--- config.mk ---
export PLATFORM = sky130hd
export DESIGN_NAME = ram_rd_stream
export DESIGN_NICKNAME = d
export VERILOG_FILES = /design/src/rtl/ram_stream_pkg.sv /design/src/rtl/skid_fifo2.sv /design/src/rtl/ram_rd_stream.sv
export SDC_FILE = /design/constraint.sdc
export NUM_CORES = 1
export LEC_CHECK = 0
export CORE_AREA = 5 5 85 87
export CTS_BUF_LIST = sky130_fd_sc_hd__clkbuf_16
export DETAILED_ROUTE_END_ITERATION = 10
export DIE_AREA = 0 0 90 92
export PLACE_DENSITY = 0.76
export RECOVER_POWER = 100
export SLEW_MARGIN = 20
export SYNTH_ARGS = -nofsm -noshare
export SYNTH_HDL_FRONTEND = slang
export SYNTH_SLANG_ARGS = --single-unit
export TNS_END_PERCENT = 10
--- constraint.sdc ---
create_clock -name clk -period 3.8 [get_ports clk]
set_clock_uncertainty 0.2 [all_clocks]
set_input_delay 1.14 -clock clk [delete_from_list [all_inputs] [get_ports clk]]
set_output_delay 1.14 -clock clk [all_outputs]
set_load 0.05 [all_outputs]
--- src/rtl/ram_stream_pkg.sv ---
// Shared definitions for the RAM read-stream block: FSM state encoding
// and the depth of the output skid buffer.
package ram_stream_pkg;

  typedef enum logic [1:0] {
    ST_IDLE  = 2'd0,
    ST_RUN   = 2'd1,
    ST_DRAIN = 2'd2
  } state_e;

  localparam int SKID_DEPTH = 2;

endpackage

--- src/rtl/skid_fifo2.sv ---
// Two-entry skid buffer. Outputs come straight from registers: m_data_o is
// the head register and m_valid_o is derived from the occupancy register.
// Handshake: a word moves on a port in any cycle where valid && ready are
// both high; valid never depends combinationally on ready.
module skid_fifo2
  import ram_stream_pkg::*;
#(
  parameter int WIDTH = 10
) (
  input  logic             clk,
  input  logic             rst_ni,
  input  logic             s_valid_i,
  output logic             s_ready_o,
  input  logic [WIDTH-1:0] s_data_i,
  output logic             m_valid_o,
  input  logic             m_ready_i,
  output logic [WIDTH-1:0] m_data_o,
  output logic [1:0]       count_o
);

  logic [WIDTH-1:0] head_q, head_d;
  logic [WIDTH-1:0] tail_q, tail_d;
  logic [1:0]       cnt_q, cnt_d;
  logic             push, pop;

  assign s_ready_o = (cnt_q != 2'(SKID_DEPTH));
  assign m_valid_o = (cnt_q != 2'd0);
  assign m_data_o  = head_q;
  assign count_o   = cnt_q;
  assign push      = s_valid_i && s_ready_o;
  assign pop       = m_valid_o && m_ready_i;

  // Next-state for the head/tail registers and occupancy.
  always_comb begin
    head_d = head_q;
    tail_d = tail_q;
    cnt_d  = cnt_q;
    case ({push, pop})
      2'b10: begin
        if (cnt_q == 2'd0) head_d = s_data_i;
        else               tail_d = s_data_i;
        cnt_d = cnt_q + 2'd1;
      end
      2'b01: begin
        // Keep the head unchanged when emptying so the data bus stays quiet.
        if (cnt_q == 2'd2) head_d = tail_q;
        cnt_d = cnt_q - 2'd1;
      end
      2'b11: begin
        if (cnt_q == 2'd1) begin
          head_d = s_data_i;
        end else begin
          head_d = tail_q;
          tail_d = s_data_i;
        end
      end
      default: ;
    endcase
  end

  // Storage registers, cleared to an empty buffer with zero data.
  always_ff @(posedge clk or negedge rst_ni) begin
    if (!rst_ni) begin
      head_q <= '0;
      tail_q <= '0;
      cnt_q  <= 2'd0;
    end else begin
      head_q <= head_d;
      tail_q <= tail_d;
      cnt_q  <= cnt_d;
    end
  end

endmodule

--- src/rtl/ram_rd_stream.sv ---
// Burst reader for a sequential-address RAM. Tracks how many unread words
// the RAM holds, issues reads only when a word exists and the skid buffer
// can absorb the returning data, and streams words out in RAM order.
// Optional build macro: RD_STREAM_OVF_EN adds a sticky overflow flag (ovf).
module ram_rd_stream
  import ram_stream_pkg::*;
#(
  parameter int DATA_WIDTH  = 10,
  parameter int ADDR_WIDTH  = 12,
  parameter int BURST_WIDTH = 8
) (
  input  logic                   clk,
  input  logic                   reset,
  input  logic                   wr_req_mon,
  input  logic                   start,
  input  logic [BURST_WIDTH-1:0] burst_len,
  output logic                   rd_req,
  input  logic [DATA_WIDTH-1:0]  rd_data,
  output logic                   m_valid,
  output logic [DATA_WIDTH-1:0]  m_data,
  input  logic                   m_ready,
  output logic                   busy,
  output logic                   done,
  output logic [ADDR_WIDTH:0]    level,
`ifdef RD_STREAM_OVF_EN
  output logic                   ovf,
`endif
  output logic [1:0]             dbg_state
);

  localparam logic [ADDR_WIDTH:0]    LEVEL_MAX = {1'b1, {ADDR_WIDTH{1'b0}}};
  localparam logic [BURST_WIDTH-1:0] REM_ONE   = BURST_WIDTH'(1);

  state_e                 state_q, state_d;
  logic [BURST_WIDTH-1:0] remaining_q, remaining_d;
  logic [ADDR_WIDTH:0]    level_q, level_d;
  logic                   inflight_q;
  logic                   done_q, done_d;
  logic [1:0]             skid_cnt;
  logic [1:0]             skid_after;
  logic [1:0]             in_use;
  logic                   skid_ready;
  logic                   pop;
  logic                   can_issue;

  assign pop        = m_valid && m_ready;
  // Occupancy counted after this cycle's pop so a streaming sink keeps one
  // read issued every cycle.
  assign skid_after = skid_cnt - {1'b0, pop};
  assign in_use     = {1'b0, inflight_q} + skid_after;
  assign can_issue  = (in_use < 2'(SKID_DEPTH)) && (skid_ready || pop);

  assign rd_req    = (state_q == ST_RUN) && (remaining_q != '0) &&
                     (level_q != '0) && can_issue;
  assign busy      = (state_q != ST_IDLE);
  assign done      = done_q;
  assign level     = level_q;
  assign dbg_state = state_q;

  // FSM next-state, burst countdown and completion pulse.
  always_comb begin
    state_d     = state_q;
    remaining_d = remaining_q;
    done_d      = 1'b0;
    case (state_q)
      ST_IDLE: begin
        if (start) begin
          if (burst_len != '0) begin
            remaining_d = burst_len;
            state_d     = ST_RUN;
          end else begin
            done_d = 1'b1;
          end
        end
      end
      ST_RUN: begin
        if (rd_req) begin
          remaining_d = remaining_q - REM_ONE;
          if (remaining_q == REM_ONE) state_d = ST_DRAIN;
        end
      end
      ST_DRAIN: begin
        if (!inflight_q && ((skid_cnt == 2'd0) || ((skid_cnt == 2'd1) && pop))) begin
          state_d = ST_IDLE;
          done_d  = 1'b1;
        end
      end
      default: state_d = ST_IDLE;
    endcase
  end

  // RAM occupancy: simultaneous write and read cancel, increments saturate.
  always_comb begin
    level_d = level_q;
    if (wr_req_mon && !rd_req) begin
      if (level_q != LEVEL_MAX) level_d = level_q + 1'b1;
    end else if (rd_req && !wr_req_mon) begin
      level_d = level_q - 1'b1;
    end
  end

  // Control and occupancy registers.
  always_ff @(posedge clk or negedge reset) begin
    if (!reset) begin
      state_q     <= ST_IDLE;
      remaining_q <= '0;
      level_q     <= '0;
      inflight_q  <= 1'b0;
      done_q      <= 1'b0;
    end else begin
      state_q     <= state_d;
      remaining_q <= remaining_d;
      level_q     <= level_d;
      inflight_q  <= rd_req;
      done_q      <= done_d;
    end
  end

`ifdef RD_STREAM_OVF_EN
  logic ovf_q;
  assign ovf = ovf_q;

  // Sticky flag: a write landed while the RAM was already full.
  always_ff @(posedge clk or negedge reset) begin
    if (!reset) ovf_q <= 1'b0;
    else if (wr_req_mon && !rd_req && (level_q == LEVEL_MAX)) ovf_q <= 1'b1;
  end
`endif

  skid_fifo2 #(
    .WIDTH(DATA_WIDTH)
  ) u_skid (
    .clk      (clk),
    .rst_ni   (reset),
    .s_valid_i(inflight_q),
    .s_ready_o(skid_ready),
    .s_data_i (rd_data),
    .m_valid_o(m_valid),
    .m_ready_i(m_ready),
    .m_data_o (m_data),
    .count_o  (skid_cnt)
  );

endmodule

After elaboration in Yosys (flattened, before gate mapping)
Cells that the tools add are included.
{"block": "totals", "regBits": 47, "in_bits": 23, "out_inout_bits": 29}
{"block": "op_classes", "n_addsub": 7, "order_cmp": 1, "eq_ne": 20, "mux": 25, "reduce_logical": 32}
{"operator": "$mux 10", "count": 5}
{"operator": "$mux 13", "count": 3}
{"operator": "$pmux 10 s3", "count": 1}
{"operator": "$mux 8", "count": 3}
{"operator": "$pmux 10 s2", "count": 1}
{"operator": "$ne 2x2->1 const B", "count": 8}
{"operator": "$pmux 8 s2", "count": 1}
{"operator": "$reduce_bool 8->1", "count": 2}
{"operator": "$add 13x1->13 const B", "count": 1}
{"operator": "$ne 13x13->1 const B", "count": 1}
{"operator": "$reduce_bool 13->1", "count": 1}
{"operator": "$sub 13x1->13 const B", "count": 1}
{"operator": "$reduce_bool 2->1", "count": 6}
{"operator": "$logic_and 1x1->1", "count": 10}
{"operator": "$mux 2", "count": 5}
{"operator": "$eq 2x2->1 const B", "count": 4}
{"operator": "$eq 8x1->1 const B", "count": 1}
{"operator": "$sub 8x1->8 const B", "count": 1}
{"operator": "$eq 2x1->1 const B", "count": 3}
{"operator": "$ne 2x1->1 const B", "count": 3}
{"operator": "$pmux 2 s3", "count": 1}
{"operator": "$reduce_and 3->1", "count": 2}
{"operator": "$reduce_and 5->1", "count": 1}
{"operator": "$logic_not 2->1", "count": 2}
{"operator": "13 further kinds", "count": 18}

Depth between registers and ports, before layout
{"block": "logic_depth", "depth_word": 11, "ltp_mapped": 16, "ltp_nobuf": 16}

Modules after synthesis
From an unflattened synthesis, not the netlist that was laid out.
{"block": "hier_totals", "hier_cells": 309, "area_unflattened_um2": 3052.9}
{"module": "ram_rd_stream", "n_inst": 1, "cells_per_inst": 198, "area_each_um2": 1833.0, "seq_area_each_um2": 625.6}
{"module": "skid_fifo2", "n_inst": 1, "cells_per_inst": 111, "area_each_um2": 1219.9, "seq_area_each_um2": 550.5}

Worst setup path after synthesis
Ideal clock, no wire load.
{"block": "synth_path", "path_type": "in2reg", "start": "input port m_ready", "end": "register level_q[12], in the netlist level[12]", "arrival_time_ns": 3.734, "t_required_ns": 3.506, "slack_ns": -0.227, "stages": 13, "n_path_buf": 0, "path_cell_list": "or4b_4 -> o21ai_4 -> xnor2_2 -> nand2_2 -> nand2_1 -> inv_2 -> fa_1 -> nor2b_1 -> o31ai_1 -> and2_1 -> o21ai_0 -> mux2i_1 -> a211oi_1"}
{"block": "synth_via", "elab_chain_cells": 10, "elab_cells_between_ends": 14, "cone_classes": "add/sub: 2; order compare: 1; eq/ne: 1; mux: 1; reduce/logical: 9"}
{"item": "start: declaration", "line_no": "ram_rd_stream.sv:21", "text": "input logic m_ready,"}
{"item": "$logic_and 1x1->1 (*)", "line_no": "ram_rd_stream.sv:46", "text": "assign pop = m_valid && m_ready;"}
{"item": "$sub 2x1->2", "line_no": "ram_rd_stream.sv:49", "text": "assign skid_after = skid_cnt - {1'b0, pop};"}
{"item": "$add 1x2->2", "line_no": "ram_rd_stream.sv:50", "text": "assign in_use = {1'b0, inflight_q} + skid_after;"}
{"item": "$lt 2x2->1", "line_no": "ram_rd_stream.sv:51", "text": "assign can_issue = (in_use < 2'(SKID_DEPTH)) && (skid_ready || pop);"}
{"item": "$logic_and 1x1->1 (*)", "line_no": "ram_rd_stream.sv:51"}
{"item": "$logic_and 1x1->1 (*)", "line_no": "ram_rd_stream.sv:54", "text": "(level_q != '0) && can_issue;"}
{"item": "$logic_not 1->1", "line_no": "ram_rd_stream.sv:95", "text": "if (wr_req_mon && !rd_req) begin"}
{"item": "$logic_and 1x1->1", "line_no": "ram_rd_stream.sv:95"}
{"item": "$ne 2x1->1 (no source line) / $reduce_bool 2->1 (equally long branches)"}
{"item": "$reduce_and 2->1 (no source line)"}
{"item": "end signal: assignment", "line_no": "ram_rd_stream.sv:113", "text": "level_q <= level_d;"}
{"item": "end: declaration", "line_no": "ram_rd_stream.sv:36", "text": "logic [ADDR_WIDTH:0] level_q, level_d;"}
Mark *: on every way between the ends. The rest lies on a longest branch, timed or not.
A chain may end at the register's enable or synchronous reset.

Worst setup path after layout
{"block": "layout_path", "start": "input port m_ready", "end": "output port rd_req"}
{"block": "layout_via", "elab_chain_cells": 6, "elab_cells_between_ends": 7, "cone_classes": "add/sub: 2; order compare: 1; reduce/logical: 4"}
{"item": "$logic_and 1x1->1 (*)", "line_no": "ram_rd_stream.sv:46"}
{"item": "$sub 2x1->2", "line_no": "ram_rd_stream.sv:49"}
{"item": "$add 1x2->2", "line_no": "ram_rd_stream.sv:50"}
{"item": "$lt 2x2->1", "line_no": "ram_rd_stream.sv:51"}
{"item": "$logic_and 1x1->1 (*)", "line_no": "ram_rd_stream.sv:51"}
{"item": "$logic_and 1x1->1 (*)", "line_no": "ram_rd_stream.sv:54"}
{"item": "end: declaration", "line_no": "ram_rd_stream.sv:17", "text": "output logic rd_req,"}
Marked as above.

==> impl_metrics.tcl <==
set metrics [dict create \
    status "completed" \
    min_path_type "reg -> reg" \
    post-route-period-util 0.985 \
    layout.nets 430 \
    clock_path_buffers 2 \
    grt_usage 0.175 \
    first_global_vias 2557 \
    endpoint_kind "primary output" \
    die_w_um 90 \
    ff2ff_path_depth 14 \
    relSlewSlack 0.240 \
    core-area_um2 6280 \
    ff2ff_setup_slack_ps 210 \
    postSynthCellCount 302 \
    num_rows 29 \
    synthToLayoutAreaGrowth_pct 33.7 \
    synth-seq-cells 47 \
    io-pin-count 52 \
    tightestPinTransition_ps 1140 \
    synthesis.nets 345 \
    synth_top_area_share 0.393 \
    ys.flop_type "dfrtp_1" \
    start_kind "input pin" \
    slew_violations 0 \
    final_cell_mix "dfrtp_1 (47), buf_4 (32), dlygate4sd3_1 (29), nand2_1 (28), o21ai_0 (24)" \
    drive_gt1_frac 0.207 \
    cts.sink_count 47 \
    grt.overflow.total 0 \
    vias_per_cell 5.61 \
    fin_tns_setup_ps 0 \
    cts_buffers 5 \
    syn_avg_cell_area_um2 9.91 \
    root_buffer "clkbuf_16" \
    yosysWarnings 0 \
    io_buffers 51 \
    yosysTopAreaCell "dfrtp_1" \
    syn_area_um2 2990 \
    wl_per_cell_um 15.6 \
    drc_errors 0 \
    seq_area_frac_synth 0.393 \
    synth_area_leaders "dfrtp_1 (39%), ha_1 (7.9%), mux2_2 (4.5%)" \
    start_util 0.477 \
    globalplace.congestion 0.910 \
    grt_max_degree 28 \
    die_h_um 92 \
    timing.fmax_mhz 267 \
    diodes 0 \
    yosys.cell_types.count 56 \
    synth_edf_count 0 \
    ant_nets 0 \
    antenna_found_initial 0 \
    min_path_cells 2 \
    min_period_ps 3740 \
    h-tree-depth 2 \
    cts_tree "yes" \
    hpwl_mm 5.33 \
    mostFrequentLayoutCell "dfrtp_1" \
    clkSlewWorstSetupHoldPaths_ps 60 \
    finalSetupViolations 0 \
    crit_required_ps 2460 \
    cp_max_fo 3 \
    hold_viol_final 0 \
    clkLatencyLatePin_ps 280 \
    die_area_um2 8280 \
    firstDrtPassIters 5 \
    drt_iter0_markers 104 \
    rsz0062_at_grt "no" \
    grt_pass1_wl_mm 12.3 \
    crit_type "in -> out" \
    vias 2604 \
    maxCapViolations 0 \
    synthArstFlopShare 1.00 \
    arrival_ps 2400 \
    routed_wl_mm 7.26 \
]
## path summary, 6_finish.rpt
kind                                             endpoint                            from
setup / recovery                                   rd_req                         m_ready
hold / removal             u_skid.m_data_o[4]$_DFFE_PN0P_  u_skid.m_data_o[4]$_DFFE_PN0P_
setup reg to reg                    level[10]$_DFFE_PN0P_   u_skid.count_o[0]$_DFFE_PN0P_
hold reg to reg            u_skid.m_data_o[4]$_DFFE_PN0P_  u_skid.m_data_o[4]$_DFFE_PN0P_
max in group asynchronous  u_skid.m_data_o[9]$_DFFE_PN0P_                           reset
min in group asynchronous  u_skid.m_data_o[6]$_DFFE_PN0P_                           reset
## synthesized netlist by cell type, drive strengths merged, types with 2 or more instances
cell	instances
mux2i	2
inv	16
or3	2
o21ai	26
nor3b	4
nor3	5
ha	19
o21a	4
o31ai	6
nand2	30
dfrtp	47
o211a	2
nand2b	4
xnor2	11
mux2	20
a211oi	2
or4	2
or2	3
a31oi	5
nand4b	2
nor2b	3
and3	2
a211o	3
a22o	2
a21o	2
a22oi	10
nand3	3
nor2	14
nor4	5
clkbuf	9
xor2	4
a21oi	17
## logic make-up (layout without fill, tap and decap cells)
logic type | after synthesis | after routing | share of synthesized area
adders and majority gates | 20 | 20 | 0.0862
muxes | 22 | 22 | 0.0920
buffers and inverters | 26 | 111 | 0.0381
AOI/OAI and AO/OA | 88 | 88 | 0.197
xor gates and xnor gates | 15 | 15 | 0.0464
and+or+nand+nor | 84 | 84 | 0.147
DFF | 47 | 47 | 0.393
## what timing repair did
item | CTS | global route
cloned | 0 | 0
hold buffers | 0 | 0
setup endpoints to repair | 9 | 5
buffers inserted | 3 | 0
resized for setup | 7 | 5
pin swaps | 2 | 0
## per-stage QoR
step	worst slack (ps)	hold WS (ps)	cells	instance area, µm²	utilization
floorplan	6.75	282	302	3000	-
global route	10.7	323	464	4000	0.637
CTS	76.5	287	464	4000	0.638
finish	57.9	280	464	4000	0.637
detailed placement	-618	270	454	3820	0.608
global placement	-483	260	454	3820	0.608
## layer usage
| layer | GRT usage | share of wire | routed length [µm] |
|---|---|---|---|
| met4 | 0.0422 | 0.0090 | 65 |
| met3 | 0.0286 | 0.022 | 158 |
| met2 | 0.300 | 0.51 | 3730 |
| met1 | 0.232 | 0.46 | 3310 |
| met5 | 0 | 0 | 0 |
## registers in the layout, summed over array words and instances, names as in the netlist
register / count
level: 13
u_skid.m_data_o: 10
u_skid.tail_q: 10
remaining_q: 8
dbg_state: 2
u_skid.count_o: 2
done: 1
inflight_q: 1
## worst max-delay path, stage by stage
cell      delay [ps]
buf_2            120
nand2b_1         100
clkbuf_1         190
inv_2             80
o21ai_4          190
xnor2_2          160
nand2_2          110
buf_6            140
inv_4             50
buf_12           120
## layout make-up
class	count	area [µm²]
repair buffers	88	781
fillers	517	2280
flip-flops and latches	47	1180
multi-input cells	229	1720
clock buffers	5	125
inverters	16	62.6
well taps	77	96.3
clock inverters	2	37.5
Power is left out: the tool's default activity adds up to more than one toggle a clock period on the data nets, which glitch-free logic cannot reach.
